<file path="src/rtl/fetch_stage.sv">
// Instruction fetch front-end: one instruction read per packet, handed to decode over a busy/recv handshake.
// Execute may redirect the PC and lane mask at any time; halt freezes fetch until reset.
module fetch_stage #(
    parameter int                  NUM_LANES  = 8,
    parameter int                  PC_WIDTH   = 64,
    parameter logic [PC_WIDTH-1:0] RESET_PC   = '0,
    parameter int                  INSN_BYTES = 4
) (
    input  logic                 clk,
    input  logic                 reset,
    output logic                 mem_req_valid,
    output logic [PC_WIDTH-1:0]  mem_req_addr,
    input  logic                 mem_req_ready,
    input  logic                 mem_rsp_valid,
    input  logic [31:0]          mem_rsp_data,
    output logic                 dec_busy,
    output logic [PC_WIDTH-1:0]  dec_pc,
    output logic [31:0]          dec_insn,
    output logic [NUM_LANES-1:0] dec_exec_mask,
    input  logic                 dec_recv,
    input  logic                 redirect_valid,
    input  logic [PC_WIDTH-1:0]  redirect_pc,
    input  logic [NUM_LANES-1:0] redirect_mask,
    input  logic                 halt,
    output logic                 halted
);

    typedef enum logic [1:0] {REQ, WAIT, SEND, HALTED} state_t;

    state_t                state_reg, state_next;
    logic [PC_WIDTH-1:0]   pc_reg, pc_next;
    logic [NUM_LANES-1:0]  mask_reg, mask_next;
    logic                  drop_reg, drop_next;
    logic [PC_WIDTH-1:0]   pkt_pc_reg, pkt_pc_next;
    logic [31:0]           pkt_insn_reg, pkt_insn_next;
    logic [NUM_LANES-1:0]  pkt_mask_reg, pkt_mask_next;

    always_ff @(posedge clk or posedge reset) begin
        if (reset) begin
            state_reg    <= REQ;
            pc_reg       <= RESET_PC;
            mask_reg     <= '1;
            drop_reg     <= 1'b0;
            pkt_pc_reg   <= '0;
            pkt_insn_reg <= '0;
            pkt_mask_reg <= '0;
        end else begin
            state_reg    <= state_next;
            pc_reg       <= pc_next;
            mask_reg     <= mask_next;
            drop_reg     <= drop_next;
            pkt_pc_reg   <= pkt_pc_next;
            pkt_insn_reg <= pkt_insn_next;
            pkt_mask_reg <= pkt_mask_next;
        end
    end

    always_comb begin
        state_next    = state_reg;
        pc_next       = pc_reg;
        mask_next     = mask_reg;
        drop_next     = drop_reg;
        pkt_pc_next   = pkt_pc_reg;
        pkt_insn_next = pkt_insn_reg;
        pkt_mask_next = pkt_mask_reg;

        if (state_reg != HALTED && halt) begin
            state_next = HALTED;
        end else begin
            case (state_reg)
                REQ: begin
                    // A redirect here still issues the old PC; its response must be discarded.
                    if (mem_req_ready) begin
                        state_next = WAIT;
                        drop_next  = redirect_valid;
                    end
                end
                WAIT: begin
                    if (mem_rsp_valid) begin
                        if (drop_reg || redirect_valid) begin
                            state_next = REQ;
                            drop_next  = 1'b0;
                        end else begin
                            pkt_pc_next   = pc_reg;
                            pkt_insn_next = mem_rsp_data;
                            pkt_mask_next = mask_reg;
                            pc_next       = pc_reg + PC_WIDTH'(INSN_BYTES);
                            state_next    = SEND;
                        end
                    end else if (redirect_valid) begin
                        drop_next = 1'b1;
                    end
                end
                SEND: begin
                    if (dec_recv || redirect_valid) begin
                        state_next = REQ;
                    end
                end
                default: begin
                end
            endcase

            if (state_reg != HALTED && redirect_valid) begin
                pc_next   = redirect_pc;
                mask_next = redirect_mask;
            end
        end
    end

    // Request valid is held low while reset is asserted even though the state is already REQ.
    assign mem_req_valid = (state_reg == REQ) && !reset;
    assign mem_req_addr  = (state_reg == HALTED) ? '0 : pc_reg;
    assign dec_busy      = (state_reg == SEND);
    assign dec_pc        = dec_busy ? pkt_pc_reg   : '0;
    assign dec_insn      = dec_busy ? pkt_insn_reg : '0;
    assign dec_exec_mask = dec_busy ? pkt_mask_reg : '0;
    assign halted        = (state_reg == HALTED);

    recv_only_when_busy: assert property (@(posedge clk) disable iff (reset)
        dec_recv |-> (state_reg == SEND));

    rsp_only_when_expected: assert property (@(posedge clk) disable iff (reset)
        mem_rsp_valid |-> (state_reg == WAIT || state_reg == HALTED));

endmodule

</file>
<file path="config.mk">
export PLATFORM = sky130hd
export DESIGN_NAME = fetch_stage
export DESIGN_NICKNAME = d
export VERILOG_FILES = /design/src/rtl/fetch_stage.sv
export SDC_FILE = /design/constraint.sdc
export NUM_CORES = 1
export LEC_CHECK = 0
export CORE_ASPECT_RATIO = 0.8
export CORE_MARGIN = 1.5
export CORE_UTILIZATION = 45
export DETAILED_ROUTE_END_ITERATION = 10
export GPL_ROUTABILITY_DRIVEN = 1
export PLACE_DENSITY = 0.74
export SLEW_MARGIN = 10
export SYNTH_ARGS = -nofsm -noshare
export SYNTH_HDL_FRONTEND = slang
export SYNTH_SLANG_ARGS = --single-unit
export TNS_END_PERCENT = 5
</file>
<file path="constraint.sdc">
create_clock -name clk -period 17.78 [get_ports clk]
set_input_delay 5.334 -clock clk [delete_from_list [all_inputs] [get_ports clk]]
set_output_delay 5.334 -clock clk [all_outputs]
set_load 0.01 [all_outputs]
</file>
### Word level (Yosys, flattened, before mapping)

Cells that the tools add are included.

* logic and storage cells: 56
* output and inout port bits: 171
* latch bits: 0
* register bits: 179
* ROM bits: 0
* memory bits (writable): 0
* bits of input ports: 111
* memories kept: 0

* order comparisons: 0
* add/sub/neg operators: 1
* $mul: 0
* reduce and logical (&&, ||, !) cells: 16
* eq/ne operators: 11
* shift operators: 0
* muxes and demuxes: 19
* divide/modulo/power cells: 0
* bitwise gates (word level): 2

Operators with widths (count)
* two-way mux 64 bit: 6
* adder 64 x 3 -> 64 bit, second input constant: 1
* two-way mux 32 bit: 1
* inequality test 3 bit, second input constant: 4
* AND reduction 4 bit: 3
* two-way mux 2 bit: 5
* two-way mux 8 bit: 1
* case mux 2 bit (3 select lines): 1
* nonzero test 2 bit: 3
* AND reduction 5 bit: 1
* equality test 2 bit, second input constant: 2
* two-way mux 1 bit: 4
* inequality test 2 bit, second input constant: 2
* nonzero test 4 bit: 1
* logical AND 1 bit: 3
* inequality test 3 x 1 -> 1 bit, second input constant: 1
* equality test 2 x 1 -> 1 bit, second input constant: 1
* logical NOT 2 bit: 1
* logical OR 1 bit: 2
* inequality test 2 x 1 -> 1 bit, second input constant: 1
* NOT 1 bit: 2
* case mux 1 bit (2 select lines): 1
* AND reduction 2 bit: 1
* logical NOT 1 bit: 1

### Depth between registers and ports, before layout

Gate-level depths: netlist (run 1).

* depth in word-level cells: 5
* mapped depth: 9
* mapped depth without buffers: 7

### Least setup slack after synthesis (run 1)

OpenSTA, ideal clock, no wires.

* path type: input-to-output
* from: input reset
* to: output mem_req_valid
* required time: 12.446 ns
* cell stages on the path: 1
* arrival: 5.512 ns
* setup slack: 6.934 ns
* path buffers: 0
* path through: nor2b_1

* word-level cells in the longest chain between the ends: 2

Ends and longest elaborated chain
* start, declared: line 10 `input logic reset,`
* logical NOT 1 bit: line 111 `assign mem_req_valid = (state_reg == REQ) && !reset;`
* logical AND 1 bit: line 111
* end, declared: line 11 `output logic mem_req_valid,`

No other way between the ends.

### Final worst setup path (run 1)

Ends and elaborated chain as after synthesis.

==> results.toml, run 1 <==
[run_status]
status = "complete, no violations"

[routing]
vias = 8751
drt-wirelength-per-cell_um = 19.2
initialDrtViolationCount = 886
ant_nets = 0
drc_errors = 0
vias_per_cell = 5.71
first_pass_iters = 6
routed_wl_um = 29400

[clocking]
htree_levels = 4
cts.clk_slew.worst_paths_ps = 70
clkSinkCount = 179
postCtsSetupBuffers = 0
cts_made_buffers = 17
cts_root_buffer = "clkbuf_16"
cts_resized = 0
clockBufferDepth = 2
holdBufCountCts = 0
cts_tree = "built"
clock_latency_ps = 440

[synth]
ys_warn_count = 0
seq_area_frac_synth_pct = 45.6
synthFlopType = "dfrtp_1"
synth_edf_count = 0
ys_async_sr_fraction_pct = 100
synthesis.nets = 1128
mappedNetlistArea_mm2 = 0.00985
synth_area_leaders = "dfrtp_1 43%, mux2_2 12%, and2_1 7.1%, nor2b_1 3.9%, nor2_1 2.4%"
synth_top_area_share_pct = 43.4
yosysTopAreaCell = "dfrtp_1"
yosysUniqueCellTypes = 64
netlist_instances = 1012
yosys_register_bits = 179
avgSynthCellArea_um2 = 9.73

[sta]
final.setup_skew_ps = 13.6
relSlewSlack_pct = 24.8
setup_tns_ps = 0
tightest_slew_ps = 1120
rsz0062_at_grt = "no"
hold_viol_final = 0
finalMaxSlewViolations = 0
setup_viol_count_final = 0
max_freq_ghz = 0.0844
period_minus_slack_ps = 11860
min_period_over_period_pct = 66.7

[floorplan]
die_x_um = 168
rows = 48
core-area_mm2 = 0.0215
initial_core_util_pct = 45.8
fp.dieH_um = 135
num_io_pins = 282
die_area_mm2 = 0.0228

[critical_path]
slowest_delay_ps = 540
cp_max_fo = 2
crit_top_cell = "clkdlybuf4s50_1"
critPathKind = "primary input to output port"
r2r_cells = 6
slowest_stage = "clkdlybuf4s50_1"
crit_start = "reset"
critPathCaptureType = "output port"
worst_ep_arrival_time_ps = 6520
r2r-start = "state_reg[0]$_DFFE_PP0P_"
path_cells = "clkdlybuf4s50_1 -> nor2b_1 -> clkdlybuf4s50_1"
worstPathRequired_ps = 12450
startpoint_type = "primary input"

[global_route]
grt_max_degree = 109
grt_busiest_layer = "met2"
grt_pass1_wl_um = 46300
met2_usage_pct = 39.5
grt_overflow = 0
grt_pass1_vias = 8167
antenna_found_initial = 0
met3_usage_pct = 6.40
globalRouteMet1Util_pct = 37.5
grt.total_usage_pct = 26.0

[final_layout]
final_cell_mix = "281 x clkdlybuf4s50_1, 171 x dfrtp_1, 112 x and2_1"
n_fill_cell = 1822
utilization_pct = 62.5
diodes = 0
final_common_cell = "clkdlybuf4s50_1"
area_delta_synth_final_pct = 36.4
drive_gt1_share_pct = 13.4
fin_nets = 1361

[min_path]
worstHoldStart = "pkt_pc_reg[17]$_DFFE_PP0P_"
hold_path_depth = 2
hold_class = "register to register"

[placed_design]
numPortBuffers = 281
place.gp.congestion = 0.866
hpwl_um = 20000

[pwr]
powerDensity_mw_per_mm2 = 166
ir_drop_uv = 77.5
p_leak_uw = 0.00533

[run]
drv_cap = 0
## worst paths after layout
kind	to	slack (ps)
min	pkt_pc_reg[17]$_DFFE_PP0P_	480
max reg2reg	pc_reg[20]$_DFFE_PP0P_	14370
min in group asynchronous	pkt_pc_reg[51]$_DFFE_PP0P_	5470
min reg2reg	pkt_pc_reg[17]$_DFFE_PP0P_	480
max in group asynchronous	pkt_insn_reg[28]$_DFFE_PP0P_	10880
max	mem_req_valid	5920
## worst max-delay path, delay by kind of cell
kind | cells | cell delay, ps
buffers and inverters | 2 | 1050
and+or+nand+nor | 1 | 140
## power breakdown
group	leakage, µW	internal, µW	total [µW]	switching (µW)
logic	0.00294	560	1070	506
registers	0.00211	600	774	173
clock network	0.000285	204	388	184
total	0.00533	1360	2230	863
## through the flow
stage	std cells	hold WS, ps	total power, µW	area (µm²)	setup WS (ps)
after floorplan	1012	442	1340	9850	6930
after global placement	1501	455	1820	12800	5910
after detailed placement	1501	466	1850	12800	5920
after CTS	1533	482	2240	13400	5920
after global routing	1533	507	2380	13400	5880
final	1533	476	2230	13400	5920
## layer usage
layer  routed length (µm)  vias to the layer above
li1                     -                     4108
met1                13500                     4273
met2                13300                      353
met3                 2390                       17
met4                  258                        0
met5                    0                        -
## cells in the mapped netlist (12+ instances only)
master / count
dfrtp_1: 171
a311oi_1: 12
nand4_1: 21
nor2_1: 63
nand3_1: 38
mux2_2: 105
clkbuf_1: 61
o22ai_1: 12
and3_1: 20
nand2_1: 61
and2_1: 112
nor3_1: 20
nor2b_1: 61
a211oi_1: 15
o21ai_0: 26
a21oi_1: 47
inv_1: 13
and4_1: 16
## area by class of cell
cell class              instances  area, µm²  share of cell area (%)
multi-input cells             744       5070                    37.7
flip-flops and latches        179       4490                    33.4
repair buffers                290       2880                    21.4
clock buffers                  18        439                    3.27
well taps                     275        344                    2.56
clock inverters                14        158                    1.17
inverters                      13       56.3                   0.419
## logic make-up (layout without fill, tap and decap cells)
kind of cell               after synthesis  in the layout  share of synthesized area (%)
muxes                                  106            106                           12.1
buffers and inverters                   89            335                           3.47
DFF                                    179            179                           45.6
adders and majority gates                5              5                          0.635
AOI/OAI and AO/OA                      181            181                           12.4
and+or+nand+nor                        452            452                           25.8
Power figures use the tool's default switching activity.
==> inputs of run 2 (changes only) <==
==> constraint.sdc (replaced) <==
create_clock -name clk -period 11.8 [get_ports clk]
set_input_delay 3.54 -clock clk [delete_from_list [all_inputs] [get_ports clk]]
set_output_delay 3.54 -clock clk [all_outputs]
set_load 0.01 [all_outputs]
==> run 2 against run 1 <==
Core utilization barely moved. Combinational power grew 50%. Total power increased by 51%. Setup slack got worse by 2400 ps. Largest cell class unchanged.
==> results.toml, run 2 (same netlist as run 1, synthesis figures left out) <==
[run_status]
status = "complete, no violations"

[routing]
vias_per_cell = 5.70
first_pass_iters = 5
vias = 8740
ant_nets = 0
drc_errors = 0
routed_wl_um = 29500
drt-wirelength-per-cell_um = 19.2
initialDrtViolationCount = 657

[floorplan]
rows = 48
num_io_pins = 282
fp.dieH_um = 135
core-area_mm2 = 0.0215
initial_core_util_pct = 45.8
die_x_um = 168
die_area_mm2 = 0.0228

[placed_design]
pre_cts_slack_ps = 3520
numPortBuffers = 281
place.gp.congestion = 0.878
placed_area_mm2 = 0.0128
dp_cells = 1500
hpwl_um = 20000

[final_layout]
stdcell_area_mm2 = 0.0134
area_delta_synth_final_pct = 36.4
final_common_cell = "clkdlybuf4s50_1"
drive_gt1_share_pct = 13.3
diodes = 0
fin_cells = 1532
fin_nets = 1360
final_cell_mix = "281 x clkdlybuf4s50_1, 171 x dfrtp_1, 112 x and2_1"

[critical_path]
startpoint_type = "primary input"
worstPathRequired_ps = 8260
critPathKind = "primary input to output port"
critPathCaptureType = "output port"
r2r_cells = 7
reg2reg_slack_ps = 8250
r2r-start = "state_reg[0]$_DFFE_PP0P_"
r2r_end = "pc_reg[49]$_DFFE_PP0P_"
worst_ep_arrival_time_ps = 4730
cp_max_fo = 2

[global_route]
grt_overflow = 0
grt_max_degree = 114
antenna_found_initial = 0
grt_pass1_vias = 8300
grt.total_usage_pct = 26.1
grt_pass1_wl_um = 46800

[clocking]
holdBufCountCts = 0
htree_levels = 4
clkSinkCount = 179
cts_tree = "built"
clockBufferDepth = 2
clock_latency_ps = 430
cts.clk_slew.worst_paths_ps = 70
postCtsSetupBuffers = 0
cts_resized = 0
cts_root_buffer = "clkbuf_16"
cts_made_buffers = 17

[pwr]
seq_power_share_pct = 34.7
powerDensity_mw_per_mm2 = 250
ir_drop_uv = 103
switchingPower_uw = 1290
combinationalPowerShare_pct = 47.8
internal_power_uw = 2070
p_clk_share_pct = 17.5
switching_share_pct = 38.4
p_leak_uw = 0.00533

[sta]
rsz0062_at_grt = "no"
hold_viol_final = 0
final.setup_skew_ps = 9.89
setup_tns_ps = 0
tightest_slew_ps = 1060
max_freq_ghz = 0.121
setup_viol_count_final = 0
relSlewSlack_pct = 28.6
finalMaxSlewViolations = 0
finalWorstSetupSlack_ps = 3530
min_period_over_period_pct = 70.1
period_minus_slack_ps = 8270

[run]
drv_cap = 0

[min_path]
hold_end = "pkt_pc_reg[10]$_DFFE_PP0P_"
hold_path_depth = 2
worstHoldStart = "pkt_pc_reg[10]$_DFFE_PP0P_"
hold_class = "register to register"
[run 2: cell count changes in the layout (fill, tap and decap cells not counted)]
cell | before | now
clkinv_2 | 0 | 2
buf_4 | 9 | 8
bufinv_16 | 1 | 2
clkbuf_1 | 0 | 1
clkbuf_8 | 1 | 0
clkinv_4 | 1 | 0
clkinv_8 | 1 | 0
clkinvlp_4 | 3 | 2
inv_6 | 4 | 3
inv_8 | 5 | 6
[run 2: layout make-up]
| cell class | count | area (µm²) |
|---|---|---|
| inverters | 13 | 56.3 |
| well taps | 275 | 344 |
| fillers | 1819 | 8070 |
| repair buffers | 289 | 2870 |
| multi-input cells | 744 | 5070 |
| clock inverters | 14 | 168 |
| flip-flops and latches | 179 | 4490 |
| clock buffers | 18 | 429 |
[run 2: worst max path at each step]
stage	to	cells past startpoint	start	slack [ps]
floorplan	drop_reg$_DFFE_PP0P_	1	reset	3410
global placement	mem_req_valid	3	reset	3520
detailed placement	mem_req_valid	3	reset	3520
CTS	mem_req_valid	3	reset	3510
global route	mem_req_valid	3	reset	3470
finish	mem_req_valid	3	reset	3530
[run 2: power by group through the flow]
stage               sequential [µW]  clock, µW  combinational, µW
floorplan                      1050          0                966
global placement               1150          0               1580
detailed placement             1170          0               1610
CTS                            1160        599               1620
global route                   1210        622               1750
finish                         1170        587               1610
[run 2: per-stage QoR]
step	util, %	hold WS [ps]	power, µW
2_1_floorplan	-	442	2020
3_3_place_gp	59.7	455	2740
3_5_place_dp	59.7	467	2780
4_1_cts	62.5	483	3380
5_1_grt	62.5	506	3580
6_report	62.5	482	3360
[run 2: critical path: stages]
cell and delay, ps:
clkdlybuf4s50_1 510, nor2b_1 150, clkdlybuf4s50_1 540
[run 2: per-layer routing]
layer	vias to the layer above	track usage [%]	wire length, µm
li1	4105	-	-
met1	4272	36.7	13700
met2	331	39.6	13000
met3	32	7.10	2380
met4	0	6.89	436
met5	-	0	0
==> inputs of run 3 (changes only) <==
--- a/config.mk
+++ b/config.mk
@@ -7,10 +7,10 @@
 export LEC_CHECK = 0
 export CORE_ASPECT_RATIO = 0.8
 export CORE_MARGIN = 1.5
-export CORE_UTILIZATION = 45
+export CORE_UTILIZATION = 44
 export DETAILED_ROUTE_END_ITERATION = 10
 export GPL_ROUTABILITY_DRIVEN = 1
-export PLACE_DENSITY = 0.74
+export PLACE_DENSITY = 0.76
 export SLEW_MARGIN = 10
 export SYNTH_ARGS = -nofsm -noshare
 export SYNTH_HDL_FRONTEND = slang
==> constraint.sdc (replaced) <==
create_clock -name clk -period 6.66 [get_ports clk]
set_input_delay 1.998 -clock clk [delete_from_list [all_inputs] [get_ports clk]]
set_output_delay 1.998 -clock clk [all_outputs]
set_load 0.01 [all_outputs]
==> run 3 against run 2 <==
Total power grew 77%. Design area grew 0.58%. Critical path type unchanged. Sequential share of layout area shrank 0.19 points. Critical path depth is the same. Routed wire length grew 2.6%. First-iteration DRC count grew 6.7%. Clock power grew 72%. Largest power group unchanged. Clock skew grew 3.4 ps.
==> results.toml, run 3 (same netlist as run 1, synthesis figures left out) <==
[run_status]
status = "complete, no violations"

[sta]
rsz0062_at_grt = "no"
relSlewSlack_pct = 28.3
tightest_slew_ps = 1070
period_minus_slack_ps = 5140
setup_viol_count_final = 0
max_freq_ghz = 0.195
hold_viol_final = 0
final.setup_skew_ps = 13.3
setup_tns_ps = 0
min_period_over_period_pct = 77.2
finalMaxSlewViolations = 0

[floorplan]
rows = 48
initial_core_util_pct = 45.3
core-area_mm2 = 0.0217
num_io_pins = 282
die_area_mm2 = 0.0233
fp.dieH_um = 137
die_x_um = 170

[routing]
ant_nets = 0
routed_wl_um = 30200
vias = 8822
first_pass_iters = 5
initialDrtViolationCount = 701
vias_per_cell = 5.64
drt-wirelength-per-cell_um = 19.3
drc_errors = 0

[clocking]
cts_tree = "built"
clockBufferDepth = 2
postCtsSetupBuffers = 0
holdBufCountCts = 0
clock_latency_ps = 430
cts_made_buffers = 17
cts_resized = 0
clkSinkCount = 179
cts.clk_slew.worst_paths_ps = 80
htree_levels = 4
cts_root_buffer = "clkbuf_16"

[pwr]
powerDensity_mw_per_mm2 = 441
p_leak_uw = 0.00535
ir_drop_uv = 259

[final_layout]
final_cell_mix = "281 x clkdlybuf4s50_1, 171 x dfrtp_1, 112 x and2_1"
fin_nets = 1364
seqCellArea_mm2 = 0.00449
drive_gt1_share_pct = 13.6
area_delta_synth_final_pct = 37.1
fin_cells = 1563
final_common_cell = "clkdlybuf4s50_1"
multi_input_area_mm2 = 0.00508
n_fill_cell = 1846

[global_route]
grt_max_degree = 114
antenna_found_initial = 2
grt.total_usage_pct = 26.2
grt_pass1_wl_um = 47300
grt_overflow = 0
grt_pass1_vias = 8460

[critical_path]
r2r-start = "state_reg[0]$_DFFE_PP0P_"
cp_max_fo = 2
r2r_end = "pc_reg[18]$_DFFE_PP0P_"
r2r_cells = 6
startpoint_type = "primary input"
reg2reg_slack_ps = 3210
critPathKind = "primary input to output port"
critPathCaptureType = "output port"
worst_ep_arrival_time_ps = 3140
worstPathRequired_ps = 4660

[min_path]
hold_end = "pkt_pc_reg[15]$_DFFE_PP0P_"
worstHoldStart = "pkt_pc_reg[15]$_DFFE_PP0P_"
hold_class = "register to register"
hold_path_depth = 2

[placed_design]
hpwl_um = 20800
numPortBuffers = 281
place.gp.congestion = 0.845
dp_cells = 1529

[run]
drv_cap = 0
-- run 3: critical path: stages --
cell and delay (ps):
clkdlybuf4s50_1 460, nor2b_1 130, clkdlybuf4s50_1 550
-- run 3: power breakdown --
part | switching, µW | total (µW) | internal (µW) | leakage [µW]
Sequential | 473 | 2080 | 1600 | 0.00211
Combinational | 1370 | 2870 | 1500 | 0.00296
Clock | 471 | 1010 | 540 | 0.000277
-- run 3: cell type report --
cell class	instances	area share, %
inverters	13	0.389
well taps	300	2.78
clock buffers	19	3.28
diodes	2	0.0371
multi-input cells	744	37.6
repair buffers	293	21.7
flip-flops and latches	179	33.2
clock inverters	13	1.03
-- run 3: worst max-delay path by stage --
| stage | from | to | slack (ps) | cells after the start |
|---|---|---|---|---|
| after floorplan | reset | drop_reg$_DFFE_PP0P_ | 2370 | 1 |
| after global placement | reset | mem_req_valid | 1540 | 3 |
| after detailed placement | reset | mem_req_valid | 1520 | 3 |
| after CTS | reset | mem_req_valid | 1520 | 3 |
| after global routing | reset | mem_req_valid | 1470 | 3 |
| final | reset | mem_req_valid | 1520 | 3 |
-- run 3: through the flow --
step / worst slack [ps] / instance area [µm²] / utilization [%] / hold slack [ps] / power [µW]
final: 1520 / 13500 / 62.1 / 476 / 5960
after detailed placement: 1520 / 12900 / 59.4 / 463 / 4950
after floorplan: 2370 / 9850 / - / 442 / 3580
after global placement: 1540 / 12900 / 59.4 / 454 / 4880
after global routing: 1470 / 13500 / 62.1 / 505 / 6340
after CTS: 1520 / 13500 / 62.1 / 480 / 5980
-- run 3: per-layer routing --
metal	wire length (µm)	global-route usage [%]	vias to the layer above
met2	13600	41.7	378
met5	0	0	-
met4	465	6.49	0
met3	2610	6.59	39
li1	-	-	4117
met1	13500	35.8	4288
==> variant, RTL diff (flow settings as in run 1) <==
`PC_WIDTH`: 64 -> 96.
--- a/src/rtl/fetch_stage.sv
+++ b/src/rtl/fetch_stage.sv
@@ -2,7 +2,7 @@
 // Execute may redirect the PC and lane mask at any time; halt freezes fetch until reset.
 module fetch_stage #(
     parameter int                  NUM_LANES  = 8,
-    parameter int                  PC_WIDTH   = 64,
+    parameter int                  PC_WIDTH   = 96,
     parameter logic [PC_WIDTH-1:0] RESET_PC   = '0,
     parameter int                  INSN_BYTES = 4
 ) (
Interface: changed (resized dec_pc, mem_req_addr and redirect_pc); port bits go from 282 to 378. No check against the original RTL was run, so the function may have changed too.
==> variant against run 1 <==
Routed wire length increased by 67%; area after synthesis increased by 43%; sequential power grew 45%; synthesized cell count is 51% higher; design area grew 42%; critical endpoint unchanged; power up 43%; highest routed layer is now met5; sequential share of layout area down 1.4 points; critical path depth unchanged; sequential cell count grew 64; worst setup slack worse by 49 ps; non-clock buffer count grew 105.
==> variant: results (changes against run 1) <==
run_status:
  status: "completed"  # unchanged
min_path:
  hold_path_class: "flop to flop"  # unchanged
  hp-start: "pkt_insn_reg[23]"  # was pkt_pc_reg[17]
  whs_endpoint: "pkt_insn_reg[23]"  # was pkt_pc_reg[17]
  hold_path_depth: 1  # was 2
timing:
  skew_ps: 10.5  # was 13.6 ps
  worst_pin_slew_ps: 1160  # was 1120 ps
detailed_routing:
  vias: 13500  # was 8751
  drt_iter0_markers: 1342  # was 886
  firstDrtPassIters: 5  # was 6
  wl_per_cell_um: 21.7  # was 19.2 µm
critical_path:
  ff2ff_path_depth: 7  # was 6
  slowest_delay_ps: 570  # was 540 ps
  r2r_slack_ps: 13600  # was 14370 ps
  worstPathArrival_ps: 6570  # was 6520 ps
final_layout:
  nNetsFinal: 1979  # was 1361
  num-fill-cells: 2603  # was 1822
  drive_above_1_share: 0.133  # was 0.134
clock_network:
  numCtsBuffers: 27  # was 17
  cts_max_path_buffers: 3  # was 2
  htree_num_levels: 1  # was 4
  insertion_delay_ps: 540  # was 440 ps
power:
  p_leak_nw: 7.38  # was 5.33 nW
global_route:
  grt_pass1_wl_mm: 75.9  # was 46.3 mm
  grt_max_degree: 139  # was 109
  antenna_found_initial: 8  # was 0
  track_usage: 0.295  # was 0.260
yosys:
  synthTopCellsByCount: "dfrtp_1 (235), mux2_2 (144), and2_1 (142)"  # was dfrtp_1 (171), and2_1 (112), mux2_2 (105)
  synthDistinctLibCells: 66  # was 64
  syn_nets: 1673  # was 1128
  ys_seq_area_frac: 0.432  # was 0.456
  synth_area_leaders: "dfrtp_1 (42%), mux2_2 (12%), and2_1 (6.3%)"  # was dfrtp_1 (43%), mux2_2 (12%), and2_1 (7.1%)
placement:
  place_congestion: 0.955  # was 0.866
  port_buffers: 377  # was 281
  place_area_um2: 18100  # was 12800 µm²
[variant: cell count changes after synthesis, sizes merged, moves of 35 or more]
| cell | before | now |
|---|---|---|
| clkbuf | 61 | 99 |
| a21oi | 47 | 103 |
| mux2 | 105 | 144 |
| dfrtp | 171 | 235 |
| nand3 | 38 | 86 |
| nand2 | 61 | 109 |
| nand4 | 22 | 57 |
[variant: worst max-delay path by stage]
stage | startpoint | endpoint | slack, ps
2_1_floorplan | reset | drop_reg | 5790
3_3_place_gp | reset | mem_req_valid | 5910
3_5_place_dp | reset | mem_req_valid | 5870
4_1_cts | reset | mem_req_valid | 5860
5_1_grt | reset | mem_req_valid | 5810
6_report | reset | mem_req_valid | 5880
[variant: report_power, final]
part | switching [mW] | internal, mW
registers | 0.304 | 0.819
logic | 0.740 | 0.749
clock network | 0.235 | 0.327
total | 1.28 | 1.89
[variant: critical path, delay by kind of cell]
kind	cells	cell delay, ps
and+or+nand+nor	1	160
buffers and inverters	2	1080
[variant: area by class of cell]
class | count | area share
multi-input combinational | 1144 | 0.396
antenna | 5 | 0.000657
tap | 413 | 0.0271
timing repair buffer | 395 | 0.206
inverter | 20 | 0.00433
clock inverter | 7 | 0.00355
sequential | 243 | 0.320
clock buffer | 41 | 0.0424
[variant: per-layer routing]
metal / share of wire / wire length [µm] / vias up / global-route usage
met5: 0.00047 / 23 / - / 0
met4: 0.025 / 1230 / 4 / 0.0858
met3: 0.099 / 4880 / 87 / 0.0741
met2: 0.44 / 21800 / 647 / 0.441
met1: 0.43 / 21200 / 6632 / 0.422
li1: - / - / 6123 / -
[variant: cells by family after synthesis]
group	after synthesis	synth area share
AND/OR/NAND/NOR	723	0.291
buffers and inverters	138	0.0379
multiplexers	149	0.119
adder cells (fa/ha/maj)	5	0.00444
AO/OA/AOI/OAI	267	0.116
flip-flops	243	0.432
[variant: through the flow]
step	worst slack (ps)	util	cells	hold slack [ps]
6_report	5880	0.623	2268	499
5_1_grt	5810	0.623	2266	511
3_3_place_gp	5910	0.593	2214	481
2_1_floorplan	5790	-	1525	454
3_5_place_dp	5870	0.593	2214	487
4_1_cts	5860	0.621	2262	501
